**src/rtl/blind_spot_indicator.sv**
```systemverilog
// blind_spot_indicator
//   Decodes the 2-bit blind-spot code from the body control module into
//   left/right mirror warning lamps and a chime request. Each side runs its
//   own FSM. A lamp is steady while its side is occupied, and it flashes
//   while the driver signals a turn toward that side. After the side clears,
//   the lamp is held lit for HOLD_CYCLES cycles.
//
// Ports
//   CLK         system clock, rising edge
//   RST         synchronous active-high reset
//   blind[1:0]  00 off, 01 right, 10 left, 11 both
//   turn_right  right turn signal
//   turn_left   left turn signal
//   lamp_right  right mirror lamp (registered)
//   lamp_left   left mirror lamp (registered)
//   chime       audible warning request (registered)
//
// Per-side FSM
//   state    | meaning
//   S_IDLE   | side clear, lamp off
//   S_STEADY | side occupied, no turn toward it, lamp on
//   S_FLASH  | side occupied with turn toward it, lamp = phase
//   S_HOLD   | side just cleared, lamp held on for HOLD_CYCLES
module blind_spot_indicator #(
    parameter int FLASH_HALF  = 4,
    parameter int HOLD_CYCLES = 3,
    parameter int CHIME_LEN   = 2
) (
    input  logic       CLK,
    input  logic       RST,
    input  logic [1:0] blind,
    input  logic       turn_right,
    input  logic       turn_left,
    output logic       lamp_right,
    output logic       lamp_left,
    output logic       chime
);

    localparam int FW = (FLASH_HALF  > 1) ? $clog2(FLASH_HALF)  : 1;
    localparam int HW = (HOLD_CYCLES > 1) ? $clog2(HOLD_CYCLES) : 1;
    localparam int CW = (CHIME_LEN   > 1) ? $clog2(CHIME_LEN)   : 1;

    localparam logic [FW-1:0] FLASH_LAST = FW'(FLASH_HALF - 1);
    localparam logic [HW-1:0] HOLD_LAST  = HW'(HOLD_CYCLES - 1);
    localparam logic [CW-1:0] CHIME_LAST = CW'(CHIME_LEN - 1);

    typedef enum logic [1:0] {
        S_IDLE   = 2'd0,
        S_STEADY = 2'd1,
        S_FLASH  = 2'd2,
        S_HOLD   = 2'd3
    } state_t;

    // Index 0 is the right side and index 1 is the left side. This matches the bit order of blind.
    state_t          state_q     [2];
    state_t          state_d     [2];
    logic [FW-1:0]   flash_cnt_q [2];
    logic [FW-1:0]   flash_cnt_d [2];
    logic [HW-1:0]   hold_cnt_q  [2];
    logic [HW-1:0]   hold_cnt_d  [2];
    logic [1:0]      phase_q, phase_d;
    logic [1:0]      lamp_q, lamp_d;
    logic            chime_q, chime_d;
    logic [CW-1:0]   chime_cnt_q, chime_cnt_d;

    logic [1:0]      occ;
    logic [1:0]      turn;
    logic [1:0]      flash_entry;

    assign occ  = blind;
    // Hazard (both turn signals) counts as no turn on either side.
    assign turn = {turn_left & ~turn_right, turn_right & ~turn_left};

    always_comb begin
        for (int s = 0; s < 2; s++) begin
            state_d[s]     = state_q[s];
            flash_cnt_d[s] = flash_cnt_q[s];
            hold_cnt_d[s]  = hold_cnt_q[s];
            phase_d[s]     = phase_q[s];
            lamp_d[s]      = 1'b0;

            case (state_q[s])
                S_IDLE: begin
                    if (occ[s] && turn[s])  state_d[s] = S_FLASH;
                    else if (occ[s])        state_d[s] = S_STEADY;
                end
                S_STEADY: begin
                    if (!occ[s])            state_d[s] = S_HOLD;
                    else if (turn[s])       state_d[s] = S_FLASH;
                end
                S_FLASH: begin
                    if (!occ[s])            state_d[s] = S_HOLD;
                    else if (!turn[s])      state_d[s] = S_STEADY;
                    else if (flash_cnt_q[s] == FLASH_LAST) begin
                        phase_d[s]     = ~phase_q[s];
                        flash_cnt_d[s] = '0;
                    end else begin
                        flash_cnt_d[s] = flash_cnt_q[s] + 1'b1;
                    end
                end
                S_HOLD: begin
                    if (occ[s] && turn[s])  state_d[s] = S_FLASH;
                    else if (occ[s])        state_d[s] = S_STEADY;
                    else if (hold_cnt_q[s] == '0) state_d[s] = S_IDLE;
                    else                    hold_cnt_d[s] = hold_cnt_q[s] - 1'b1;
                end
                default: state_d[s] = S_IDLE;
            endcase

            flash_entry[s] = (state_d[s] == S_FLASH) && (state_q[s] != S_FLASH);

            // Each flash episode starts with a complete on-period.
            if (flash_entry[s]) begin
                phase_d[s]     = 1'b1;
                flash_cnt_d[s] = '0;
            end
            if ((state_d[s] == S_HOLD) && (state_q[s] != S_HOLD)) begin
                hold_cnt_d[s] = HOLD_LAST;
            end

            // The lamp is decoded from the next state. This makes it a registered output.
            case (state_d[s])
                S_STEADY: lamp_d[s] = 1'b1;
                S_FLASH:  lamp_d[s] = phase_d[s];
                S_HOLD:   lamp_d[s] = 1'b1;
                default:  lamp_d[s] = 1'b0;
            endcase
        end
    end

    // If both sides enter flash on the same edge, they produce one shared chime.
    // A new trigger reloads the counter, which extends an active pulse.
    always_comb begin
        chime_d     = chime_q;
        chime_cnt_d = chime_cnt_q;
        if (|flash_entry) begin
            chime_d     = 1'b1;
            chime_cnt_d = CHIME_LAST;
        end else if (chime_q) begin
            if (chime_cnt_q == '0) chime_d = 1'b0;
            else                   chime_cnt_d = chime_cnt_q - 1'b1;
        end
    end

    always_ff @(posedge CLK) begin
        if (RST) begin
            for (int s = 0; s < 2; s++) begin
                state_q[s]     <= S_IDLE;
                flash_cnt_q[s] <= '0;
                hold_cnt_q[s]  <= '0;
            end
            phase_q     <= '0;
            lamp_q      <= '0;
            chime_q     <= 1'b0;
            chime_cnt_q <= '0;
        end else begin
            for (int s = 0; s < 2; s++) begin
                state_q[s]     <= state_d[s];
                flash_cnt_q[s] <= flash_cnt_d[s];
                hold_cnt_q[s]  <= hold_cnt_d[s];
            end
            phase_q     <= phase_d;
            lamp_q      <= lamp_d;
            chime_q     <= chime_d;
            chime_cnt_q <= chime_cnt_d;
        end
    end

    assign lamp_right = lamp_q[0];
    assign lamp_left  = lamp_q[1];
    assign chime      = chime_q;

endmodule

```
**config.mk**
```make
export PLATFORM = sky130hd
export DESIGN_NAME = blind_spot_indicator
export DESIGN_NICKNAME = d
export VERILOG_FILES = /design/src/rtl/blind_spot_indicator.sv
export SDC_FILE = /design/constraint.sdc
export NUM_CORES = 1
export LEC_CHECK = 0
export BUFFER_PORTS_ARGS = -buffer_cell sky130_fd_sc_hd__buf_2
export CELL_PAD_IN_SITES_DETAIL_PLACEMENT = 0
export CELL_PAD_IN_SITES_GLOBAL_PLACEMENT = 1
export CORE_UTILIZATION = 44
export CTS_BUF_LIST = sky130_fd_sc_hd__clkbuf_4 sky130_fd_sc_hd__clkbuf_8
export CTS_CLUSTER_DIAMETER = 40
export DETAILED_ROUTE_END_ITERATION = 12
export PLACE_DENSITY_LB_ADDON = 0.1
export SLEW_MARGIN = 20
export SYNTH_ARGS = -nofsm -noshare
export SYNTH_HDL_FRONTEND = slang
export SYNTH_SLANG_ARGS = --single-unit
export TNS_END_PERCENT = 20
```
**constraint.sdc**
```tcl
create_clock -name CLK -period 1.6 [get_ports CLK]
set_clock_uncertainty 0.1 [all_clocks]
set_input_delay 0.32 -clock CLK [delete_from_list [all_inputs] [get_ports CLK]]
set_output_delay 0.32 -clock CLK [all_outputs]
set_load 0.01 [all_outputs]
```
; After elaboration in Yosys (flattened, before gate mapping)
; Memories as Yosys holds them, arrays and structs flattened.
; Cells that the tools add are included.
[op_classes]
n_addsub = 5
reduce_logical = 14
mux = 67
bitwise = 12
eq_ne = 18
[op_table]
columns = cell, count
row1 = 2-to-1 mux 2 bit, 44
row2 = "equality test 2 bit, second input constant", 10
row3 = 2-to-1 mux 1 bit, 19
row4 = one-hot mux 2 bit (4 select lines), 2
row5 = "equality test 2 x 1 -> 1 bit, second input constant", 4
row6 = logical NOT 2 bit, 4
row7 = "inequality test 2 bit, second input constant", 4
row8 = logical AND 1 bit, 6
row9 = OR 1 bit, 6
row10 = OR reduction 2 bit, 3
row11 = "adder 2 x 1 -> 2 bit, second input constant", 2
row12 = NOT 1 bit, 4
row13 = one-hot mux 1 bit (2 select lines), 2
row14 = "subtractor 2 x 1 -> 2 bit, second input constant", 2
row15 = AND 1 bit, 2
row16 = nonzero test 2 bit, 1
row17 = "subtractor 1 bit, second input constant", 1
[word_totals]
reg_bits = 6
ramBits = 12
wordCells = 123
input_bits = 6
n_memories = 3
[mem_list]
columns = memory, words, word_bits, read_ports, rd_clocked_by_memory_dff, write_ports, line_no
row1 = flash_cnt_q, 2, 2, 2, 0, 2, 57  ; logic [FW-1:0] flash_cnt_q [2];
row2 = hold_cnt_q, 2, 2, 2, 0, 2, 59  ; logic [HW-1:0] hold_cnt_q [2];
row3 = state_q, 2, 2, 2, 0, 2, 55  ; state_t state_q [2];

; Logic depth before layout (Yosys ltp)
[depth]
word_depth = 9
mapped_depth = 5
ltp_nobuf = 5

; Least setup slack after synthesis
; Ideal clock, no wire load.
[synth_path]
path_type = input-to-reg
start = in turn_left
end = mem flash_cnt_q[0][0] (netlist name)
path_stages = 5
setup_time_ns = 0.071
t_arrival_ns = 1.085
t_required_ns = 1.429
slack_ns = 0.345
n_path_buf = 1
path_cell_list = and3b_1 > buf_6 > nand2_2 > or3_1 > a21oi_1
[synth_lines]
columns = element, line_no
row1 = start: declaration, 33  ; input logic turn_left,
row2 = end: declaration, 57

==> results.sh <==
export IMPL_status="finished, final reports clean"
export IMPL_fillerInstances=170
export IMPL_drcViolationCount=0
export IMPL_fin_nets=109
export IMPL_insertion_delay_ns=0.28
export IMPL_port_buffer_count=8
export IMPL_critPathMaxStageDelay_ns=0.41
export IMPL_dp_hpwl_mm=1.05
export IMPL_wl_met1_um=756
export IMPL_post_synth_top_count_cell="dfxtp_1"
export IMPL_timing_final_crit_share=0.813
export IMPL_clkPwrFrac=0.321
export IMPL_synth_seq_area_share=0.465
export IMPL_die_w_um=44.0
export IMPL_root_buffer="clkbuf_4"
export IMPL_cts_buffers=3
export IMPL_antenna_found_initial=0
export IMPL_critPathSlowestCell="dfxtp_1"
export IMPL_ir_worst_vdd_uv=511
export IMPL_synth_top_area_share=0.465
export IMPL_maxSlewViolCount=0
export IMPL_die_h_um=44.0
export IMPL_start_kind="flip-flop"
export IMPL_rsz0062_at_grt="false"
export IMPL_drtAntennaViolNets=0
export IMPL_core_mm2=0.00158
export IMPL_worst_pin_slew_ns=0.312
export IMPL_pin_count=9
export IMPL_globalRouteTotalUtil=0.182
export IMPL_grt_pass1_vias=612
export IMPL_vias=623
export IMPL_drive_gt1_frac=0.140
export IMPL_rows=14
export IMPL_critPathBufInv=0
export IMPL_post_cts_resized=0
export IMPL_intPower_mw=0.652
export IMPL_cts_sinks=18
export IMPL_fp_dieArea_mm2=0.00194
export IMPL_power_static_leakage_nw=0.348
export IMPL_cp_data_arrival_time_ns=1.38
export IMPL_combinationalPowerShare=0.106
export IMPL_wire_per_inst_um=12.0
export IMPL_grt_pass1_wl_mm=2.58
export IMPL_tns_ns=0
export IMPL_h_tree_depth=1
export IMPL_setup_viol=0
export IMPL_ys_ff_latch=18
export IMPL_drt_pass1_iter_count=3
export IMPL_vias_per_cell=5.37
export IMPL_wl_met2_um=590
export IMPL_synth_top_cell_by_area="dfxtp_1"
export IMPL_start_util=0.492
export IMPL_postSynthCellCount=90
export IMPL_critical_path_top_delay_family="compound AO/OA/AOI/OAI gates"
export IMPL_yosys_most_used_dff="dfxtp_1"
export IMPL_ys_types=29
export IMPL_cts_setup_buffers=0
export IMPL_ys_top_cells_by_area="dfxtp_1 46%, a21oi_1 6.5%, nor2_1 6.3%"
export IMPL_finalWirelength_mm=1.39
export IMPL_clockBufferDepth=2
export IMPL_routed_top_layer="met4"
export IMPL_crit_type="reg -> reg"
export IMPL_p_seq_frac=0.573
export IMPL_crit_path_end_kind="flip-flop"
export IMPL_hold_viol=0
export IMPL_ys_top_cells_by_count="18 x dfxtp_1, 13 x nor2_1, 10 x a21oi_1"
export IMPL_async_flop_share=0
export IMPL_placed_cells=112
export IMPL_cts_tree="done"
export IMPL_r2r_slack_ns=0.30
export IMPL_syn_to_final_growth_pct=10.5
export IMPL_wl_met3_um=34
export IMPL_gp_congestion=0.737
export IMPL_fmax_ghz=0.769
export IMPL_critPathMaxFanout=5
export IMPL_fin_crit_ns=1.30
export IMPL_gr_total_overflow=0
export IMPL_drtIter0Drc=7
export IMPL_synth_edf_count=0
export IMPL_cp_data_required_time_ns=1.68
export IMPL_antennaDiodeCount=0
export IMPL_cp_cell_sequence="nand2_1, o31ai_1, a21oi_1, o21bai_1"
export IMPL_holdCritPathClass="in -> reg"
export IMPL_ctsHoldBuffers=0
export IMPL_synth_nets=98
export IMPL_p_per_area_mw_per_mm2=1000
export IMPL_synth_area_um2=776
export IMPL_avgSynthCellArea_um2=8.62
export IMPL_grt_max_degree=16
export IMPL_switching_power_mw=0.207
export IMPL_clk_pin_slew_ns=0.10
export IMPL_slew_headroom=0.790
export IMPL_layout_cells_non_filler=116
export IMPL_yosysWarningCount=0
export IMPL_cap_violations=0
export IMPL_p_sw_frac=0.241
power by group through the flow:
stage                     registers, mW  logic (mW)  clock network (mW)
final                             0.492      0.0912               0.275
after global routing              0.497       0.104               0.316
after CTS                         0.492      0.0919               0.289
after detailed placement          0.503      0.0914                   0
after global placement            0.501      0.0908                   0
after floorplan                   0.501      0.0620                   0
final timing paths:
path,endpoint,cells after the start,startpoint
setup / recovery,lamp_q[1]$_SDFF_PP0_,4,state_q[0][3]$_SDFF_PP0_
hold / removal,state_q[0][2]$_SDFF_PP0_,3,blind[1]
setup reg to reg,lamp_q[1]$_SDFF_PP0_,4,state_q[0][3]$_SDFF_PP0_
hold reg to reg,chime$_SDFF_PP0_,2,chime_cnt_q$_SDFFE_PP0P_
worst register-to-register path, cell delays in order (launching register included):
cell	delay, ns
dfxtp_1	0.41
nand2_1	0.09
o31ai_1	0.29
a21oi_1	0.13
o21bai_1	0.17
metal layers:
layer | GRT usage | vias up
met5 | 0 | -
met4 | 0.0909 | 0
met3 | 0.0417 | 2
met2 | 0.260 | 6
met1 | 0.256 | 273
li1 | - | 342
layout make-up:
| class | count | area (um^2) | share of cell area |
|---|---|---|---|
| clock buffers | 4 | 36.3 | 0.0423 |
| well taps | 16 | 20.0 | 0.0234 |
| multi-input cells | 67 | 389 | 0.454 |
| flip-flops and latches | 18 | 360 | 0.420 |
| repair buffers | 8 | 40.0 | 0.0467 |
| inverters | 3 | 11.3 | 0.0131 |
cells in the final DEF (no fill, tap or decap), types with 2 or more instances in the layout:
cell type  instances
nand2_1            7
a21oi_1           10
nand2b_1           4
and3b_1            2
nand3_1            3
o22ai_1            2
nor2_1            13
inv_1              3
o21ai_0            5
buf_2              8
a311oi_1           2
o31ai_1            2
clkbuf_4           3
dfxtp_1           18
o21bai_1           2
ha_1               2
flip-flops by register name, summed over array words and instances (netlist names):
name and flops:
flash_cnt_q 4, hold_cnt_q 4, state_q 4, lamp_q 2, phase_q 2, chime 1
chime_cnt_q 1
logic make-up after synthesis:
| group | share of synthesized area |
|---|---|
| AOI/OAI and AO/OA | 0.216 |
| and+or+nand+nor | 0.253 |
| DFF | 0.465 |
| buffers and inverters | 0.0339 |
| adders and majority gates | 0.0323 |
through the flow:
| stage | power, mW | instance area (um^2) | hold WS, ns | utilization | setup WS [ns] |
|---|---|---|---|---|---|
| after floorplan | 0.563 | 776 | 0.292 | - | 0.345 |
| after global placement | 0.592 | 821 | 0.346 | 0.521 | 0.171 |
| after detailed placement | 0.594 | 821 | 0.354 | 0.521 | 0.153 |
| after CTS | 0.873 | 857 | 0.243 | 0.544 | 0.297 |
| after global routing | 0.917 | 857 | 0.257 | 0.544 | 0.187 |
| final | 0.859 | 857 | 0.257 | 0.544 | 0.300 |
Note: power is estimated with default switching activity, not from simulation.
